[src/rtl/rv32_pkg.sv]
// Shared RV32I pipeline definitions used by the decode-side register scoreboard.
package rv32_pkg;

    localparam int REG_ADDR_W = 5;
    localparam logic [REG_ADDR_W-1:0] X0 = '0;

    typedef struct packed {
        logic                  we;
        logic [REG_ADDR_W-1:0] rd;
    } sb_entry_t;

    // Writes to x0 never create a hazard, so they are tracked as non-writing entries.
    function automatic sb_entry_t make_entry(logic we, logic [REG_ADDR_W-1:0] rd);
        sb_entry_t e;
        e.we = we && (rd != X0);
        e.rd = rd;
        return e;
    endfunction

endpackage

[src/rtl/regfile_scoreboard_if.sv]
// Decode/writeback handshake bundle between the pipeline and the register scoreboard.
interface regfile_scoreboard_if #(
    parameter int DEPTH = 4
);
    import rv32_pkg::*;

    localparam int PTR_W = $clog2(DEPTH);

    logic                  issue_valid;
    logic                  issue_we;
    logic [REG_ADDR_W-1:0] issue_rd;
    logic [REG_ADDR_W-1:0] rs1;
    logic [REG_ADDR_W-1:0] rs2;
    logic                  use_rs1;
    logic                  use_rs2;
    logic                  retire_valid;
    logic [REG_ADDR_W-1:0] retire_rd;
    logic                  retire_we;
    logic [PTR_W:0]        flush_cnt;
    logic                  stall;
    logic [PTR_W:0]        inflight;
    logic                  full;
    logic                  order_err;

    modport master (
        output issue_valid, issue_we, issue_rd, rs1, rs2, use_rs1, use_rs2,
        output retire_valid, retire_rd, retire_we, flush_cnt,
        input  stall, inflight, full, order_err
    );

    modport slave (
        input  issue_valid, issue_we, issue_rd, rs1, rs2, use_rs1, use_rs2,
        input  retire_valid, retire_rd, retire_we, flush_cnt,
        output stall, inflight, full, order_err
    );

endinterface

[src/rtl/regfile_scoreboard_sb_fifo.sv]
// sb_fifo: circular FIFO of scoreboard entries with push, pop and rollback of the
// youngest n entries; exposes every slot plus a live mask for the hazard compare.
module sb_fifo
    import rv32_pkg::*;
#(
    parameter  int DEPTH = 4,
    localparam int PTR_W = $clog2(DEPTH)
) (
    input  logic                  clk,
    input  logic                  rst,
    input  logic                  push,
    input  sb_entry_t             push_data,
    input  logic                  pop,
    input  logic [PTR_W:0]        rollback,
    input  logic                  hide_head,
    output sb_entry_t             head_data,
    output sb_entry_t [DEPTH-1:0] entries,
    output logic [DEPTH-1:0]      live,
    output logic [PTR_W:0]        count
);

    sb_entry_t [DEPTH-1:0] mem;
    logic [PTR_W-1:0]      head;
    logic [PTR_W-1:0]      tail;
    logic [PTR_W-1:0]      tail_next;
    logic [PTR_W:0]        count_next;
    logic [PTR_W:0]        avail;
    logic [PTR_W:0]        kill;
    logic                  do_pop;

    assign do_pop    = pop && (count != '0);
    assign head_data = mem[head];
    assign entries   = mem;

    // Rollback can only remove entries that survive this cycle's pop.
    always_comb begin
        avail      = count - (PTR_W+1)'(do_pop);
        kill       = (rollback < avail) ? rollback : avail;
        tail_next  = tail + PTR_W'(push) - kill[PTR_W-1:0];
        count_next = count + (PTR_W+1)'(push) - (PTR_W+1)'(do_pop) - kill;
    end

    always_ff @(posedge clk) begin
        if (rst) begin
            head  <= '0;
            tail  <= '0;
            count <= '0;
        end else begin
            if (push) begin
                mem[tail] <= push_data;
            end
            head  <= head + PTR_W'(do_pop);
            tail  <= tail_next;
            count <= count_next;
        end
    end

    // A slot is live when its distance from head is below the occupancy.
    for (genvar i = 0; i < DEPTH; i++) begin : g_live
        logic [PTR_W-1:0] off;
        assign off     = PTR_W'(i) - head;
        assign live[i] = ({1'b0, off} < count) && !(hide_head && (off == '0));
    end

endmodule

[src/rtl/regfile_scoreboard.sv]
// In-order destination-register scoreboard for decode. Optional macro
// SCOREBOARD_SAME_CYCLE_RELEASE_EN lets a retiring head entry stop blocking in its retire cycle.
module regfile_scoreboard
    import rv32_pkg::*;
#(
    parameter  int DEPTH = 4,
    localparam int PTR_W = $clog2(DEPTH)
) (
    input logic           clk,
    input logic           rst,
    regfile_scoreboard_if.slave sb
);

    sb_entry_t             head_data;
    sb_entry_t [DEPTH-1:0] entries;
    logic [DEPTH-1:0]      live;
    logic [PTR_W:0]        count;
    logic                  hit1;
    logic                  hit2;
    logic                  full;
    logic                  stall;
    logic                  push;
    logic                  pop;
    logic                  hide_head;
    logic                  order_err;

`ifdef SCOREBOARD_SAME_CYCLE_RELEASE_EN
    // The register file writes on negedge, so the retiring value is readable this cycle.
    assign hide_head = sb.retire_valid;
`else
    assign hide_head = 1'b0;
`endif

    sb_fifo #(.DEPTH(DEPTH)) u_fifo (
        .clk       (clk),
        .rst       (rst),
        .push      (push),
        .push_data (make_entry(sb.issue_we, sb.issue_rd)),
        .pop       (pop),
        .rollback  (sb.flush_cnt),
        .hide_head (hide_head),
        .head_data (head_data),
        .entries   (entries),
        .live      (live),
        .count     (count)
    );

    always_comb begin
        hit1 = 1'b0;
        hit2 = 1'b0;
        for (int i = 0; i < DEPTH; i++) begin
            if (live[i] && entries[i].we) begin
                if (entries[i].rd == sb.rs1) hit1 = 1'b1;
                if (entries[i].rd == sb.rs2) hit2 = 1'b1;
            end
        end
        hit1 = hit1 && sb.use_rs1 && (sb.rs1 != X0);
        hit2 = hit2 && sb.use_rs2 && (sb.rs2 != X0);
    end

    // A full tracker still accepts an issue when the oldest entry retires alongside it.
    assign full  = (count == (PTR_W+1)'(DEPTH));
    assign stall = sb.issue_valid &&
                   (hit1 || hit2 || (full && !sb.retire_valid) || (sb.flush_cnt != '0));
    assign push  = sb.issue_valid && !stall;
    assign pop   = sb.retire_valid && (count != '0);

    always_ff @(posedge clk) begin
        if (rst) begin
            order_err <= 1'b0;
        end else if (sb.retire_valid &&
                     ((count == '0) ||
                      (head_data.we != sb.retire_we) ||
                      (head_data.rd != sb.retire_rd))) begin
            order_err <= 1'b1;
        end
    end

    assign sb.stall     = stall;
    assign sb.inflight  = count;
    assign sb.full      = full;
    assign sb.order_err = order_err;

endmodule

[src/flat_wrapper.sv]
// flat-port wrapper written by rule: the top's interface ports become plain ports
module regfile_scoreboard_flat import rv32_pkg::*;
#(
    parameter  int DEPTH = 4,
    localparam int PTR_W = $clog2(DEPTH)
)
  (clk, rst, sb_issue_valid, sb_issue_we, sb_issue_rd, sb_rs1, sb_rs2, sb_use_rs1, sb_use_rs2, sb_retire_valid, sb_retire_rd, sb_retire_we, sb_flush_cnt, sb_stall, sb_inflight, sb_full, sb_order_err);
  regfile_scoreboard_if #(.DEPTH(DEPTH)) sb_i ();
  input logic clk;
  input logic rst;
  input wire logic [$bits(sb_i.issue_valid)-1:0] sb_issue_valid;
  input wire logic [$bits(sb_i.issue_we)-1:0] sb_issue_we;
  input wire logic [$bits(sb_i.issue_rd)-1:0] sb_issue_rd;
  input wire logic [$bits(sb_i.rs1)-1:0] sb_rs1;
  input wire logic [$bits(sb_i.rs2)-1:0] sb_rs2;
  input wire logic [$bits(sb_i.use_rs1)-1:0] sb_use_rs1;
  input wire logic [$bits(sb_i.use_rs2)-1:0] sb_use_rs2;
  input wire logic [$bits(sb_i.retire_valid)-1:0] sb_retire_valid;
  input wire logic [$bits(sb_i.retire_rd)-1:0] sb_retire_rd;
  input wire logic [$bits(sb_i.retire_we)-1:0] sb_retire_we;
  input wire logic [$bits(sb_i.flush_cnt)-1:0] sb_flush_cnt;
  output wire logic [$bits(sb_i.stall)-1:0] sb_stall;
  output wire logic [$bits(sb_i.inflight)-1:0] sb_inflight;
  output wire logic [$bits(sb_i.full)-1:0] sb_full;
  output wire logic [$bits(sb_i.order_err)-1:0] sb_order_err;
  assign sb_i.issue_valid = sb_issue_valid;
  assign sb_i.issue_we = sb_issue_we;
  assign sb_i.issue_rd = sb_issue_rd;
  assign sb_i.rs1 = sb_rs1;
  assign sb_i.rs2 = sb_rs2;
  assign sb_i.use_rs1 = sb_use_rs1;
  assign sb_i.use_rs2 = sb_use_rs2;
  assign sb_i.retire_valid = sb_retire_valid;
  assign sb_i.retire_rd = sb_retire_rd;
  assign sb_i.retire_we = sb_retire_we;
  assign sb_i.flush_cnt = sb_flush_cnt;
  assign sb_stall = sb_i.stall;
  assign sb_inflight = sb_i.inflight;
  assign sb_full = sb_i.full;
  assign sb_order_err = sb_i.order_err;
  regfile_scoreboard #(.DEPTH(DEPTH)) u_core (.clk(clk), .rst(rst), .sb(sb_i));
endmodule
[config.mk]
export PLATFORM = sky130hd
export DESIGN_NAME = regfile_scoreboard_flat
export DESIGN_NICKNAME = d
export VERILOG_FILES = /design/src/rtl/rv32_pkg.sv /design/src/rtl/regfile_scoreboard_if.sv /design/src/rtl/regfile_scoreboard_sb_fifo.sv /design/src/rtl/regfile_scoreboard.sv /design/src/flat_wrapper.sv
export SDC_FILE = /design/constraint.sdc
export NUM_CORES = 1
export LEC_CHECK = 0
export CORE_MARGIN = 2
export CORE_UTILIZATION = 58
export CTS_BUF_LIST = sky130_fd_sc_hd__clkbuf_8 sky130_fd_sc_hd__clkbuf_16
export DETAILED_ROUTE_END_ITERATION = 8
export PLACE_DENSITY = 0.9
export SLEW_MARGIN = 20
export SYNTH_ARGS = -nofsm -noshare
export SYNTH_HDL_FRONTEND = slang
export SYNTH_SLANG_ARGS = --single-unit
[constraint.sdc]
create_clock -name clk -period 8.6 [get_ports clk]
set_input_delay 1.72 -clock clk [delete_from_list [all_inputs] [get_ports clk]]
set_output_delay 1.72 -clock clk [all_outputs]
set_load 0.01 [all_outputs]
==> impl_metrics.csv <==
group,metric,value,unit
global_route,grt_start_max_net_pins,13,
synthesis,ys_seq_area_share,37.7,%
finish,drive_above_1_share,6.35,%
global_route,grt_pass1_wl,8090,µm
timing,grt_setup_unrepaired,"no",
cts,h-tree-depth,2,
floorplanning,ios,37,
cts,cts_max_path_buffers,2,
power_and_ir_drop,p_seq_share,32.0,%
timing,post-route-period-util,68.7,%
detailed_routing,wl_met2,2350,µm
global_route,first_global_vias,1688,
synthesis,synth-seq-cells,32,
floorplanning,start_util,59.2,%
detailed_routing,highest-signal-layer,"met4",
cts,cts.clk_slew.worst_paths,0.07,ns
cts,clock_sinks,32,
floorplanning,coreArea,0.00394,mm²
detailed_routing,postRouteAntennaNets,0,
detailed_routing,met1_length,2220,µm
power_and_ir_drop,pwr-share-clk,21.4,%
critical_path,critical_path.max_fanout,5,
timing,drv_slew,0,
placement,port-buffer-count,36,
critical_path,worstPathRequired,6.88,ns
timing,whs,0.525,ns
cts,holdBufCountCts,0,
detailed_routing,drt_iter0_markers,120,
synthesis,synth_top_area_cell,"edfxtp_1",
timing,fin_tns_setup,0,ns
synthesis,avgSynthCellArea,10.7,µm²
cts,clk_latency,0.29,ns
timing,hold_viol,0,
synthesis,synthFlopType,"edfxtp_1",
cts,postCtsSetupBuffers,0,
detailed_routing,drc,0,
cts,root_buffer,"clkbuf_8",
finish,fill_cells,294,
detailed_routing,vias,1735,
finish,num_antenna_cells,0,
timing,slew-limit-headroom,48.6,%
timing,fmax,169,MHz
detailed_routing,wirelength,4940,µm
critical_path,path_class,"input port to primary output",
power_and_ir_drop,p_switching,235,µW
placement,gp_congestion,0.981,
floorplanning,die_h,67.4,µm
timing,tightest_slew,0.765,ns
detailed_routing,drt-vias-per-instance,5.75,
power_and_ir_drop,p_sw_share,35.3,%
critical_path,cp-start-kind,"input port",
synthesis,synth_area_leaders,"edfxtp_1 (31%), xor2_1 (11%), xnor2_1 (9.8%), ha_1 (7.0%), dfxtp_1 (6.9%)",
timing,setup_violations,0,
power_and_ir_drop,p_int,432,µW
finish,nets,297,
detailed_routing,routed-wl-met3,251,µm
power_and_ir_drop,power.density,235,mW/mm²
cts,post_cts_resized,0,
floorplanning,row_count,23,
global_route,antenna_found_initial,0,
synthesis,yosys-top-cells-count,"xor2_1 (30), xnor2_1 (26), edfxtp_1 (24), inv_1 (14), ha_1 (13)",
global_route,grt-ovfl-total,0,
synthesis,yosys_warnings,0,
power_and_ir_drop,peakVddDrop,0.263,mV
synthesis,synth_most_common_cell,"xor2_1",
synthesis,synth_cell_types,40,
synthesis,synth_nets,265,
floorplanning,fp.dieArea,0.00455,mm²
synthesis,async_flop_share,0,%
job,max_cap_viol_count,0,
cts,numCtsBuffers,5,
timing,fin_skew,0.00532,ns
floorplanning,die_x,67.4,µm
placement,hpwlAfterDp,3980,µm
critical_path,crit_path_end_kind,"primary output",
global_route,grt.total_usage,24.8,%
cts,cts_tree,"done",
critical_path,crit_arrival,4.19,ns
synthesis,synth-edff-count,24,
power_and_ir_drop,p_leak,0.00102,µW
finish,area_delta_synth_final,21.3,%
synthesis,synth_top_area_share,30.9,%
synthesis,netlist_area,0.00233,mm²
worst_hold_path,hold_path_class,"flop to flop",
synthesis,synth_cells,219,
power_and_ir_drop,combinationalPowerShare,46.6,%
timing,layout_min_cycle_time,5.91,ns
detailed_routing,drt_pre_antenna_iters,5,
detailed_routing,avgRoutedWirePerCell,16.4,µm
run_status,status,"finished clean",
-- per-stage QoR --
| step | total power [µW] | worst slack (ns) | std cells | util (%) | area [µm²] |
|---|---|---|---|---|---|
| 2_1_floorplan | 444 | 3.85 | 219 | - | 2330 |
| 3_3_place_gp | 510 | 2.80 | 294 | 68.8 | 2710 |
| 3_5_place_dp | 525 | 2.73 | 294 | 68.8 | 2710 |
| 4_1_cts | 673 | 2.73 | 302 | 71.7 | 2830 |
| 5_1_grt | 723 | 2.54 | 302 | 71.8 | 2830 |
| 6_report | 666 | 2.69 | 302 | 71.8 | 2830 |
-- registers in the layout, indices dropped and copies added (netlist names) --
signal / cells
u_core.u_fifo.count: 3
u_core.u_fifo.tail: 2
u_core.u_fifo.entries: 24
u_core.u_fifo.head: 2
u_core.sb.order_err: 1
-- path summary, 6_finish.rpt --
path | endpoint | cells after the start | slack, ns | startpoint
max | sb_stall | 8 | 2.69 | sb_rs2[4]
min | u_core.sb.order_err | 2 | 0.53 | u_core.sb.order_err
max reg2reg | u_core.u_fifo.count[2] | 16 | 4.68 | u_core.u_fifo.count[2]
min reg2reg | u_core.sb.order_err | 2 | 0.53 | u_core.sb.order_err
-- kinds of logic after synthesis --
kind of cell / after synthesis / share of synthesized area (%)
multiplexers: 9 / 6.48
buffers and inverters: 28 / 5.09
XOR/XNOR: 56 / 21.0
AND/OR/NAND/NOR: 58 / 14.8
adder cells (fa/ha/maj): 15 / 8.68
flip-flops: 32 / 37.7
AO/OA/AOI/OAI: 21 / 6.16
-- layout make-up --
type | count | area, µm² | area share, %
Sequential cell | 32 | 881 | 31.1
Clock buffer | 5 | 68.8 | 2.43
Multi-Input combinational cell | 159 | 1340 | 47.4
Inverter | 14 | 52.6 | 1.86
Clock inverter | 3 | 42.5 | 1.50
Tap cell | 50 | 62.6 | 2.21
Timing Repair Buffer | 39 | 383 | 13.5
-- power by group through the flow --
| stage | combinational (µW) | clock, µW | sequential, µW |
|---|---|---|---|
| after floorplan | 243 | 0 | 201 |
| after global placement | 294 | 0 | 215 |
| after detailed placement | 309 | 0 | 216 |
| after CTS | 314 | 146 | 213 |
| after global routing | 353 | 153 | 217 |
| final | 311 | 143 | 213 |
-- critical path, cell delays in order --
cell and delay [ns]:
clkdlybuf4s50_1 0.61, xnor2_1 0.15, nand3_1 0.09, nor4_1 0.29, a31oi_1 0.10, a21oi_1 0.49
o31a_1 0.20, clkdlybuf4s50_1 0.53
-- per-layer routing --
layer	vias to the layer above	GRT usage, %
met5	-	0
met4	0	12.2
met3	15	5.00
met2	45	38.9
met1	832	32.9
li1	843	-
-- cells in the final DEF, fill, tap and decap left out, types with 6 or more instances in the layout --
cell / n
nor3_1: 10
edfxtp_1: 24
xor2_1: 30
dfxtp_1: 8
nor2b_1: 6
nor2_1: 10
xnor2_1: 26
clkdlybuf4s50_1: 36
nor4_1: 6
inv_1: 14
nand3_1: 7
ha_1: 13
Note: power is estimated with default switching activity, not from simulation.
